### src/rtl/cpu_types_pkg.sv
// Shared types for the cache/RAM interface: RAM handshake states, the
// machine word, and the arbiter grant states.
package cpu_types_pkg;

    typedef enum logic [1:0] {
        FREE   = 2'd0,
        BUSY   = 2'd1,
        ACCESS = 2'd2,
        ERROR  = 2'd3
    } ramstate_t;

    typedef logic [31:0] word_t;

    typedef enum logic [1:0] {
        IDLE   = 2'd0,
        DGRANT = 2'd1,
        IGRANT = 2'd2
    } arb_state_t;

endpackage

### src/rtl/cache_mem_arbiter.sv
// Arbitrates icache and dcache word requests onto a single-ported RAM.
// Data wins by default; after I_STARVE_MAX consecutive data completions
// with an instruction fetch pending, the instruction side gets one word.
// RAM ERROR responses are retried in place up to ERR_RETRY_MAX times, after
// which the access is completed anyway and a sticky fault is raised.
module cache_mem_arbiter
    import cpu_types_pkg::*;
#(
    parameter int ADDR_W        = 32,
    parameter int DATA_W        = 32,
    parameter int I_STARVE_MAX  = 4,
    parameter int ERR_RETRY_MAX = 3
) (
    input  logic              CLK,
    input  logic              RST,
    // instruction cache
    input  logic              iREN,
    input  logic [ADDR_W-1:0] iaddr,
    output logic              iwait,
    output logic [DATA_W-1:0] iload,
    // data cache
    input  logic              dREN,
    input  logic              dWEN,
    input  logic [ADDR_W-1:0] daddr,
    input  logic [DATA_W-1:0] dstore,
    output logic              dwait,
    output logic [DATA_W-1:0] dload,
    // RAM
    output logic              ramREN,
    output logic              ramWEN,
    output logic [ADDR_W-1:0] ramaddr,
    output logic [DATA_W-1:0] ramstore,
    input  logic [DATA_W-1:0] ramload,
    input  logic [1:0]        ramstate,
    // status
    output logic              mem_fault
);

    localparam int SW = $clog2(I_STARVE_MAX + 1);
    localparam int RW = $clog2(ERR_RETRY_MAX + 1);

    localparam logic [SW-1:0] STARVE_LIM = SW'(I_STARVE_MAX);
    // An ERROR seen while the counter sits here is the last allowed retry.
    localparam logic [RW-1:0] RETRY_LAST = RW'(ERR_RETRY_MAX - 1);

    arb_state_t    state, state_nx;
    logic [SW-1:0] starve_cnt, starve_nx;
    logic [RW-1:0] retry_cnt, retry_nx;

    ramstate_t ram_st;
    logic      d_req;
    logic      grant_live;
    logic      err_last;
    logic      done;

    assign ram_st = ramstate_t'(ramstate);
    assign d_req  = dREN | dWEN;

    // The granted requester still wants its word; if not, the grant is abandoned.
    assign grant_live = ((state == DGRANT) && d_req) || ((state == IGRANT) && iREN);
    assign err_last   = (ram_st == ERROR) && (retry_cnt == RETRY_LAST);
    assign done       = grant_live && ((ram_st == ACCESS) || err_last);

    // Priority decision shared by IDLE and by every completion edge.
    function automatic arb_state_t arbitrate(input logic i_r, input logic d_r,
                                             input logic [SW-1:0] starve);
        if (d_r && (starve < STARVE_LIM)) return DGRANT;
        else if (i_r)                     return IGRANT;
        else if (d_r)                     return DGRANT;
        else                              return IDLE;
    endfunction

    // Next-state, starvation and retry bookkeeping.
    always_comb begin
        // NOTE: every output of this block gets a default first so no path leaves it unassigned (no latch).
        state_nx  = state;
        starve_nx = starve_cnt;
        retry_nx  = retry_cnt;

        if (!iREN)
            starve_nx = '0;
        else if (done && (state == IGRANT))
            starve_nx = '0;
        else if (done && (state == DGRANT) && (starve_cnt != STARVE_LIM))
            starve_nx = starve_cnt + SW'(1);

        if (state == IDLE) begin
            state_nx = arbitrate(iREN, d_req, starve_nx);
        end else if (!grant_live) begin
            state_nx = IDLE;
            retry_nx = '0;
        end else if (done) begin
            // Straight into the next grant: no idle cycle between words.
            state_nx = arbitrate(iREN, d_req, starve_nx);
            retry_nx = '0;
        end else if (ram_st == ERROR) begin
            retry_nx = retry_cnt + RW'(1);
        end
    end

    // Registered grant, counters and sticky fault flag.
    always_ff @(posedge CLK or posedge RST) begin
        if (RST) begin
            state      <= IDLE;
            starve_cnt <= '0;
            retry_cnt  <= '0;
            mem_fault  <= 1'b0;
        end else begin
            // NOTE: state registers use non-blocking assignments so every flop samples pre-edge values.
            state      <= state_nx;
            starve_cnt <= starve_nx;
            retry_cnt  <= retry_nx;
            if (done && err_last)
                mem_fault <= 1'b1;
        end
    end

    // RAM drive follows the registered grant and the live request lines, so a
    // withdrawn request or an asynchronous reset drops the enables at once.
    always_comb begin
        ramREN   = 1'b0;
        ramWEN   = 1'b0;
        ramaddr  = '0;
        ramstore = '0;
        case (state)
            DGRANT: begin
                ramaddr  = daddr;
                ramstore = dstore;
                ramWEN   = dWEN;
                ramREN   = dREN & ~dWEN;
            end
            IGRANT: begin
                ramaddr = iaddr;
                ramREN  = iREN;
            end
            default: ;
        endcase
    end

    assign iwait = ~(done && (state == IGRANT));
    assign dwait = ~(done && (state == DGRANT));
    assign iload = ramload;
    assign dload = ramload;

endmodule

### config.mk
export PLATFORM = sky130hd
export DESIGN_NAME = cache_mem_arbiter
export DESIGN_NICKNAME = d
export VERILOG_FILES = /design/src/rtl/cpu_types_pkg.sv /design/src/rtl/cache_mem_arbiter.sv
export SDC_FILE = /design/constraint.sdc
export NUM_CORES = 1
export LEC_CHECK = 0
export BUFFER_PORTS_ARGS = -buffer_cell sky130_fd_sc_hd__buf_2
export CAP_MARGIN = 20
export CORE_AREA = 2 2 104 106
export CTS_BUF_LIST = sky130_fd_sc_hd__clkbuf_8
export DETAILED_ROUTE_END_ITERATION = 6
export DIE_AREA = 0 0 106 108
export MAX_ROUTING_LAYER = met4
export PLACE_DENSITY = 0.54
export RECOVER_POWER = 100
export REMOVE_ABC_BUFFERS = 1
export SYNTH_ARGS = -nofsm -noshare
export SYNTH_HDL_FRONTEND = slang
export SYNTH_SLANG_ARGS = --single-unit
### constraint.sdc
create_clock -name CLK -period 3.25 [get_ports CLK]
set_input_delay 0.65 -clock CLK [delete_from_list [all_inputs] [get_ports CLK]]
set_output_delay 0.65 -clock CLK [all_outputs]
set_load 0.01 [all_outputs]
==> results of run 1 <==
==> worst paths after layout <==
check / end / startpoint / depth (start not counted) / slack (ps)
setup / recovery: iwait / state[1] / 6 / 460
hold / removal: mem_fault / RST / 2 / 360
setup reg to reg: starve_cnt[0] / state[1] / 7 / 950
hold reg to reg: mem_fault / mem_fault / 1 / 470
max in group asynchronous: starve_cnt[0] / RST / 2 / 2650
min in group CLK: mem_fault / mem_fault / 1 / 470
==> registers in the layout, indices dropped and copies added, names as in the netlist <==
signal      flops
starve_cnt      3
retry_cnt       2
state           2
mem_fault       1
==> final cells by class <==
| cell class | instances | area [um^2] | share of cell area |
|---|---|---|---|
| well taps | 136 | 170 | 0.0761 |
| repair buffers | 173 | 810 | 0.362 |
| flip-flops and latches | 8 | 200 | 0.0896 |
| clock buffers | 3 | 41.3 | 0.0185 |
| inverters | 9 | 33.8 | 0.0151 |
| multi-input cells | 144 | 980 | 0.438 |
==> kinds of logic after synthesis <==
kind of cell,after synthesis
buf+inv,87
simple gates,86
compound gates,51
flops,8
mux,1
fa+ha+maj,6
==> layout by cell type, fill, tap and decap left out, types with 3 or more instances in the layout <==
cell and instances:
inv_1 9, nand2_1 7, ha_1 5, nor2b_1 34, nor2_1 3, dfrtp_1 8
o21ai_0 4, and2_0 10, clkbuf_8 3, clkbuf_1 59, a22oi_1 32, and2_1 24
a21oi_1 4, buf_2 112
==> critical path, stage by stage (launching register included) <==
cell and delay [ps]:
dfrtp_1 400, inv_1 100, ha_2 440, o21ai_0 280, a211oi_1 420, nand2_1 110
clkbuf_1 150
==> power by group through the flow <==
stage / Clock (uW) / Sequential, uW / Combinational, uW
after floorplan: 0 / 133 / 634
after global placement: 0 / 134 / 1110
after CTS: 126 / 134 / 1130
after global routing: 130 / 138 / 1180
after detailed placement: 0 / 136 / 1120
final: 121 / 134 / 1060
==> stage by stage <==
stage	worst slack, ps	std cells	total power, uW	area, um^2
2_1_floorplan	195	161	767	1210
3_3_place_gp	753	470	1250	2270
3_5_place_dp	673	470	1260	2270
4_1_cts	415	473	1390	2310
5_1_grt	183	473	1450	2230
6_report	457	473	1310	2230
==> layer usage <==
| layer | part of all wire | routed length [um] | track usage |
|---|---|---|---|
| met3 | 0.21 | 1890 | 0.146 |
| met2 | 0.38 | 3450 | 0.185 |
| met1 | 0.40 | 3640 | 0.172 |
| met5 | 0 | 0 | - |
| met4 | 0.0053 | 48 | 0.0254 |
==> results.md, run 1 <==
| Metric | Reported |
| --- | --- |
| Cell internal pwr | 633 uW |
| Area share of the largest cell type after synthesis | 0.279 |
| CTS clk-pin slew, worst paths | 40 ps |
| Dominant combinational cell family by area after synthesis | buffers and inverters |
| Startpoint Class | flop |
| Fraction of layout cells with a size suffix above 1 | 0.353 |
| Post-synthesis share of cell area spent on and, or, nand and nor gates | 0.298 |
| WL/cell | 19.1 um |
| Via/cell ratio | 4.38 |
| Remaining global-route overflow | 0 |
| Number of antenna violations at the first check in global routing | 0 |
| Number of instances in the synthesized netlist | 239 |
| Routed Antenna Nets | 0 |
| Worst-Margin Slew | 879 ps |
| Register bit total from synthesis | 8 |
| Fin nets | 480 |
| Worst hold slack across all endpoints | 362 ps |
| Async SR Flop Fraction | 1.00 |
| Kind of capture point of the worst setup path | primary output |
| Parity-gate share of the synthesized area counting xor and xnor cells | 0 |
| Boundary pin count | 268 |
| Number of diodes added for antenna fixing | 0 |
| Wire length of the first global-routing pass | 12200 um |
| Hold Fails Final Rpt | 0 |
| Number of global-route vias before repair | 1942 |
| GPL Wtd Cong | 0.812 |
| Number of iterations in the first detailed-routing pass | 4 |
| Setup TNS after final layout | 0 ps |
| Post-Synth Adder-Cell Area | 0.0429 |
| DRC violations left | 0 |
| Count of cells resized by post-cts repair | 0 |
| Worst Setup Path Type | reg -> out |
| CORE AREA | 10200 um^2 |
| Tightest slew margin relative to the limit | 0.414 |
| Die outline area | 11400 um^2 |
| Seq pwr share | 0.102 |
| Number of fillers in the final layout | 1178 |
| Post-synth design cell area | 1750 um^2 |
| Upper clock frequency limit | 0.358 GHz |
| Pwr/cell area | 588 nW/um^2 |
| CTS Sinks | 8 |
| Initial Util | 0.171 |
| Count of H-tree levels built during CTS | 1 |
| Pleak | 0.00103 uW |
| Total half-perimeter wirelength after legalization and detailed placement | 7460 um |
| Chip width | 106 um |
| Clk root buf | clkbuf_8 |
| Clock latency on the worst-skew pair | 230 ps |
| Skew final | 3.48 ps |
| Number of synthesized flops with an enable pin | 0 |
| Switching power of the nets | 681 uW |
| Post-synthesis cell type with the largest combined area | buf_4 |
| Synthesis-to-layout area growth | 27.8% |
| Number of warnings reported in the yosys synthesis log | 0 |
| Sequential share of the synthesized area | 0.115 |
| Min Clock Period, post-route | 2790 ps |
| Number of hold-repair buffers added at the cts stage | 0 |
| Cell variety after synth | 33 |
| Switching fraction of total power | 0.518 |
| Number of setup buffers added after CTS | 0 |
| Most instantiated flip-flop cell in the synthesis netlist | dfrtp_1 |
| Global-route total usage across every layer | 0.150 |
| Final routed wirelength across all metal layers | 9020 um |
| Core Rows | 37 |
| Proportion of power drawn by combinational gates | 0.806 |
| Final Setup Violations | 0 |
| Number of violations reported at the end of detailed-routing iteration 0 | 156 |
| Commonest cells in the synthesized netlist | 65 x buf_4, 34 x and2_1, 34 x nor2b_1 |
| Result of the run | complete, no violations |
| Port Buffers | 171 |
| Number of vias after detailed routing | 2073 |
| IR drop worst, VDD | 0.182 mV |
| Maximum number of pins on one net before global-route repair | 51 |
| Maximum fanout count along the critical path | 19 |
| Worst endpoint data arrival time | 2140 ps |
| Required time of the critical path | 2600 ps |
| Mux contribution to synthesized area | 0.00573 |
| Total CTS buffers | 3 |
| Fraction of the mapped netlist area in compound gates | 0.212 |
| Number of slew-limit violations in the final report | 0 |
| Die Y | 108 um |
| HP Class | in -> async |
| Mean post-synth cell area | 7.31 um^2 |
| Final core utilization | 0.218 |
| Max-cap violations | 0 |
| Period utilisation layout | 0.859 |
| Clock share of power | 0.092 |
| Library cell with the highest instance count after synthesis | buf_4 |
| Number of buffers on the longest clock path | 2 |
| RSZ-0062 raised after global routing | false |
| Cells taking the most area after synthesis | buf_4 28%, a22oi_1 14%, and2_1 12% |
| TritonCTS clock tree | built |
Note: power is estimated with default switching activity, not from simulation.
==> run 2, diff against run 1 <==
--- a/config.mk
+++ b/config.mk
@@ -13,7 +13,6 @@
 export DIE_AREA = 0 0 106 108
 export MAX_ROUTING_LAYER = met4
 export PLACE_DENSITY = 0.54
-export RECOVER_POWER = 100
 export REMOVE_ABC_BUFFERS = 1
 export SYNTH_ARGS = -nofsm -noshare
 export SYNTH_HDL_FRONTEND = slang
==> run 2 against run 1 <==
Against the previous run: design area up 3.3%; critical path type unchanged; non-clock buffer count is the same; clock skew barely moved; die area unchanged; sequential share of layout area decreased by 0.29 points; via count fell by 0.43%; final cell count unchanged; worst setup slack worse by 20 ps; register-to-register slack hardly changed.
==> results.md, run 2 (synthesis results as in run 1) <==
| Metric | Reported | vs previous |
| --- | --- | --- |
| Result of the run | complete, no violations |  |
| Number of global-route vias before repair | 1942 | unchanged |
| Tot Pwr | 1360 uW | +3.7% |
| Met3 Resource Use GR | 0.146 | unchanged |
| Setup TNS after final layout | 0 ps | unchanged |
| Worst endpoint data arrival time | 2160 ps | +20 ps |
| Remaining global-route overflow | 0 | unchanged |
| Post-route standard cell area excluding fillers | 2310 um^2 | +3.3% |
| Clk root buf | clkbuf_8 |  |
| Pleak | 0.00127 uW | +23% |
| Global-route total usage across every layer | 0.150 | unchanged |
| Tightest slew margin relative to the limit | 0.430 | +0.0167 |
| Fraction of layout cells with a size suffix above 1 | 0.528 | +0.175 |
| Number of violations reported at the end of detailed-routing iteration 0 | 152 | -2.6% |
| Final Setup Violations | 0 | unchanged |
| Wire length of the first global-routing pass | 12200 um | unchanged |
| WL/cell | 19.0 um | -0.37% |
| CTS clk-pin slew, worst paths | 40 ps | about the same |
| Boundary pin count | 268 | unchanged |
| Maximum number of pins on one net before global-route repair | 51 | unchanged |
| Maximum fanout count along the critical path | 19 | unchanged |
| Number of setup buffers added after CTS | 0 | unchanged |
| Chip width | 106 um | unchanged |
| Registers with the most flip-flops | starve_cnt x3, retry_cnt x2, state x2 |  |
| Met2 Resource Use GR | 0.185 | unchanged |
| Min Clock Period, post-route | 2810 ps | +20.4 ps |
| Placed inst area | 2270 um^2 | unchanged |
| Skew final | 3.56 ps | +0.0835 ps |
| Count of H-tree levels built during CTS | 1 | unchanged |
| Kind of capture point of the worst setup path | primary output |  |
| Number of buffers on the longest clock path | 2 | unchanged |
| Clock latency on the worst-skew pair | 230 ps | about the same |
| TritonCTS clock tree | built |  |
| Required time of the critical path | 2600 ps | about the same |
| Upper clock frequency limit | 0.355 GHz | -0.72% |
| Startpoint Class | flop |  |
| Number of diodes added for antenna fixing | 0 | unchanged |
| Pwr/cell area | 590 nW/um^2 | +0.40% |
| Initial Util | 0.171 | unchanged |
| Count of cells resized by post-cts repair | 0 | unchanged |
| Most frequent standard cell in the layout excluding fill and tap cells | buf_2 |  |
| Number of vias after detailed routing | 2064 | -0.43% |
| Worst Setup Path Type | reg -> out |  |
| Total half-perimeter wirelength after legalization and detailed placement | 7460 um | unchanged |
| Total CTS buffers | 3 | unchanged |
| Layer with the highest usage | met2 |  |
| Footprint of the multi-input gates | 980 um^2 | unchanged |
| Final core utilization | 0.226 | +0.00721 |
| Number of hold-repair buffers added at the cts stage | 0 | unchanged |
| Placed cell count | 470 | unchanged |
| Final routed wirelength across all metal layers | 8990 um | -0.37% |
| Die Y | 108 um | unchanged |
| Die outline area | 11400 um^2 | unchanged |
| Met1 track demand over resource in global routing | 0.172 | unchanged |
| Top reg by flops | starve_cnt |  |
| CORE AREA | 10200 um^2 | unchanged |
| Max-cap violations | 0 | unchanged |
| DRC violations left | 0 | unchanged |
| Synthesis-to-layout area growth | 32.1% |  |
| Number of slew-limit violations in the final report | 0 | unchanged |
| Fin nets | 480 | unchanged |
| HP Class | in -> async |  |
| Number of iterations in the first detailed-routing pass | 5 | +1 |
| Via/cell ratio | 4.36 | -0.43% |
| Number of antenna violations at the first check in global routing | 0 | unchanged |
| Commonest non-fill, non-tap cells in the layout | 171 x buf_2, 34 x nor2b_1, 34 x and2_1, 32 x a22oi_1, 9 x inv_1 |  |
| Period utilisation layout | 0.866 | +0.00627 |
| GPL Wtd Cong | 0.812 | unchanged |
| Hold Fails Final Rpt | 0 | unchanged |
| Port Buffers | 171 | unchanged |
| CTS Sinks | 8 | unchanged |
| Final Instance Count excl. Fillers | 473 | unchanged |
| Core Rows | 37 | unchanged |
| RSZ-0062 raised after global routing | false |  |
| IR drop worst, VDD | 0.179 mV | -1.2% |
| Number of fillers in the final layout | 1143 | -3.0% |
| Routed Antenna Nets | 0 | unchanged |
| FF/Latch Area | 200 um^2 | unchanged |
| Worst-Margin Slew | 854 ps | -25.0 ps |
| Max reg flops | 3 | unchanged |
-- run 2: layout make-up --
type,instances,area share
repair buffers,173,0.383
multi-input cells,144,0.424
flip-flops and latches,8,0.0867
well taps,136,0.0737
clock buffers,3,0.0179
inverters,9,0.0146
-- run 2: report_power, final --
group	switching (uW)	leakage, uW	total (uW)	internal (uW)
Combinational	619	0.00114	1110	489
Clock	40.3	0.0000216	121	80.4
Sequential	13.3	0.000108	134	121
Total	672	0.00127	1360	691
-- run 2: path summary, 6_finish.rpt --
path	startpoint	to	slack, ps	cells past startpoint
max in group asynchronous	RST	starve_cnt[0]	2650	2
hold reg to reg	mem_fault	mem_fault	470	1
hold / removal	RST	mem_fault	360	2
setup / recovery	state[1]	iwait	440	6
setup reg to reg	state[1]	starve_cnt[1]	950	7
min in group CLK	mem_fault	mem_fault	470	1
-- run 2: layer usage --
layer  vias up  wire length (um)
met1       930              3600
met5         -                 0
li1        937                 -
met4         0                48
met2       191              3410
met3         6              1930
-- run 2: worst max-delay path, stage by stage, from the launching register on --
cell and delay [ps]:
dfrtp_1 400, inv_1 100, ha_2 440, o21ai_0 290, a211oi_1 420, nand2_1 110, buf_2 160
-- run 2: stage by stage --
stage	hold WS (ps)	worst slack (ps)
2_1_floorplan	466	195
3_3_place_gp	455	753
3_5_place_dp	460	673
4_1_cts	370	415
5_1_grt	396	181
6_report	362	437
==> run 3, diff against run 2 <==
==> constraint.sdc (replaced) <==
create_clock -name CLK -period 3.25 [get_ports CLK]
set_input_delay 0.65 -clock CLK [delete_from_list [all_inputs] [get_ports CLK]]
set_output_delay 0.65 -clock CLK [all_outputs]
set_load 0.02 [all_outputs]
==> run 3 against run 2 <==
Against the previous run: register-to-register slack lost 40 ps; critical path depth is the same; critical endpoint unchanged; utilization is the same; largest power group unchanged.
==> results.md, run 3 (synthesis results as in run 1) <==
| Metric | Reported | vs previous |
| --- | --- | --- |
| Switching power of the nets | 850 uW | +26% |
| Cell internal pwr | 693 uW | +0.31% |
| Clock latency on the worst-skew pair | 230 ps | about the same |
| Max-cap violations | 0 | unchanged |
| Tightest slew margin relative to the limit | 0.433 | +0.00293 |
| Synthesis-to-layout area growth | 32.1% | unchanged |
| Number of diodes added for antenna fixing | 0 | unchanged |
| Hold Fails Final Rpt | 0 | unchanged |
| Most frequent standard cell in the layout excluding fill and tap cells | buf_2 |  |
| Setup TNS after final layout | 0 ps | unchanged |
| Startpoint Class | flop |  |
| TritonCTS clock tree | built |  |
| Clock share of power | 0.078 | -0.011 |
| Post-place setup slack | 645 ps | -27.8 ps |
| DRC violations left | 0 | unchanged |
| Met1 track demand over resource in global routing | 0.173 | +0.00121 |
| Number of buffers on the longest clock path | 2 | unchanged |
| Routed Antenna Nets | 0 | unchanged |
| Skew final | 4.22 ps | +0.658 ps |
| Upper clock frequency limit | 0.356 GHz | about the same |
| Final Setup Violations | 0 | unchanged |
| CTS clk-pin slew, worst paths | 40 ps | about the same |
| Via/cell ratio | 4.42 | +1.3% |
| Maximum fanout count along the critical path | 19 | unchanged |
| Wire length of the first global-routing pass | 12300 um | +0.73% |
| Pwr/cell area | 668 nW/um^2 | +13% |
| Registers with the most flip-flops | starve_cnt x3, retry_cnt x2, state x2 |  |
| Number of slew-limit violations in the final report | 0 | unchanged |
| Clk root buf | clkbuf_8 |  |
| Period utilisation layout | 0.865 | about the same |
| Total half-perimeter wirelength after legalization and detailed placement | 7600 um | +1.8% |
| Fin nets | 480 | unchanged |
| CORE AREA | 10200 um^2 | unchanged |
| Proportion of power drawn by combinational gates | 0.835 | +0.022 |
| Maximum number of pins on one net before global-route repair | 51 | unchanged |
| Die outline area | 11400 um^2 | unchanged |
| Number of violations reported at the end of detailed-routing iteration 0 | 161 | +5.9% |
| Largest delay contributor family on the critical path | compound AO/OA/AOI/OAI gates |  |
| Met2 Resource Use GR | 0.194 | +0.00876 |
| CTS Sinks | 8 | unchanged |
| Switching fraction of total power | 0.551 | +0.0575 |
| Fraction of layout cells with a size suffix above 1 | 0.528 | unchanged |
| Required time of the critical path | 2600 ps | about the same |
| Max reg flops | 3 | unchanged |
| Chip width | 106 um | unchanged |
| Seq pwr share | 0.087 | -0.011 |
| Critical Path, Cell by Cell | inv_1, ha_2, o21ai_0, a211oi_1, nand2_1, buf_2 |  |
| Die Y | 108 um | unchanged |
| Placed inst area | 2270 um^2 | unchanged |
| Setup slack of the worst register-to-register path | 910 ps | -40 ps |
| Worst Setup Path Type | reg -> out |  |
| Number of buffers and inverters on the critical path | 2 | unchanged |
| Post-route standard cell area excluding fillers | 2310 um^2 | unchanged |
| Worst endpoint data arrival time | 2160 ps | about the same |
| Pleak | 0.00127 uW | unchanged |
| Min Clock Period, post-route | 2810 ps | -1.75 ps |
| Number of setup buffers added after CTS | 0 | unchanged |
| Number of vias after detailed routing | 2090 | +1.3% |
| Commonest non-fill, non-tap cells in the layout | 171 x buf_2, 34 x nor2b_1, 34 x and2_1, 32 x a22oi_1, 9 x inv_1 |  |
| HP Class | in -> async |  |
| Number of hold-repair buffers added at the cts stage | 0 | unchanged |
| Number of iterations in the first detailed-routing pass | 4 | -1 |
| Global-route total usage across every layer | 0.151 | +0.00109 |
| Count of cells resized by post-cts repair | 0 | unchanged |
| Total CTS buffers | 3 | unchanged |
| Maximum cell stage delay along the critical path | 450 ps | about the same |
| Number of global-route vias before repair | 1956 | +0.72% |
| Port Buffers | 171 | unchanged |
| GPL Wtd Cong | 0.820 | +0.94% |
| Slowest-stage cell, CP | ha_2 |  |
| RSZ-0062 raised after global routing | false |  |
| Top reg by flops | starve_cnt |  |
| Met3 Resource Use GR | 0.139 | -0.00663 |
| Worst-Margin Slew | 850 ps | -4.39 ps |
| Boundary pin count | 268 | unchanged |
| Initial Util | 0.171 | unchanged |
| Count of H-tree levels built during CTS | 1 | unchanged |
| IR drop worst, VDD | 0.201 mV | +12% |
| Final routed wirelength across all metal layers | 9130 um | +1.6% |
| Core Rows | 37 | unchanged |
| Number of antenna violations at the first check in global routing | 0 | unchanged |
| Result of the run | complete, no violations |  |
| Remaining global-route overflow | 0 | unchanged |
| Kind of capture point of the worst setup path | primary output |  |
| Least setup slack across all paths after layout | 439 ps | +1.75 ps |
| Layer with the highest usage | met2 |  |
| WL/cell | 19.3 um | +1.6% |
run 3: cell counts in the layout (fill, tap and decap cells not counted):
Identical to the previous run, type by type.
run 3: power by group through the flow:
stage	clock network, uW	registers, uW	logic [uW]
5_1_grt	127	138	1420
4_1_cts	124	135	1320
3_5_place_dp	0	137	1310
2_1_floorplan	0	134	815
6_report	120	135	1290
3_3_place_gp	0	134	1300
run 3: area by class of cell:
type,instances,area (um^2)
clock buffer,3,41.3
inverter,9,33.8
sequential,8,200
fill,1153,7920
timing repair buffer,173,883
multi-input combinational,144,980
tap,136,170
run 3: per-layer routing:
layer,up-vias,part of all wire
li1,937,-
met3,7,0.21
met2,184,0.39
met1,962,0.40
met4,0,0.0053
met5,-,0
run 3: per-stage QoR:
step,power [uW],cells,utilization,hold WS [ps]
after floorplan,949,161,-,466
after global placement,1430,470,0.222,457
after detailed placement,1450,470,0.222,468
after CTS,1580,473,0.226,374
after global routing,1690,473,0.226,398
final,1540,473,0.226,372
run 3: final timing paths:
| kind | startpoint | endpoint | cells past startpoint |
|---|---|---|---|
| max | state[1] | iwait | 6 |
| min | RST | mem_fault | 2 |
| max reg2reg | state[1] | starve_cnt[0] | 7 |
| min reg2reg | mem_fault | mem_fault | 1 |
| max in group asynchronous | RST | starve_cnt[1] | 2 |
| min in group CLK | mem_fault | mem_fault | 1 |
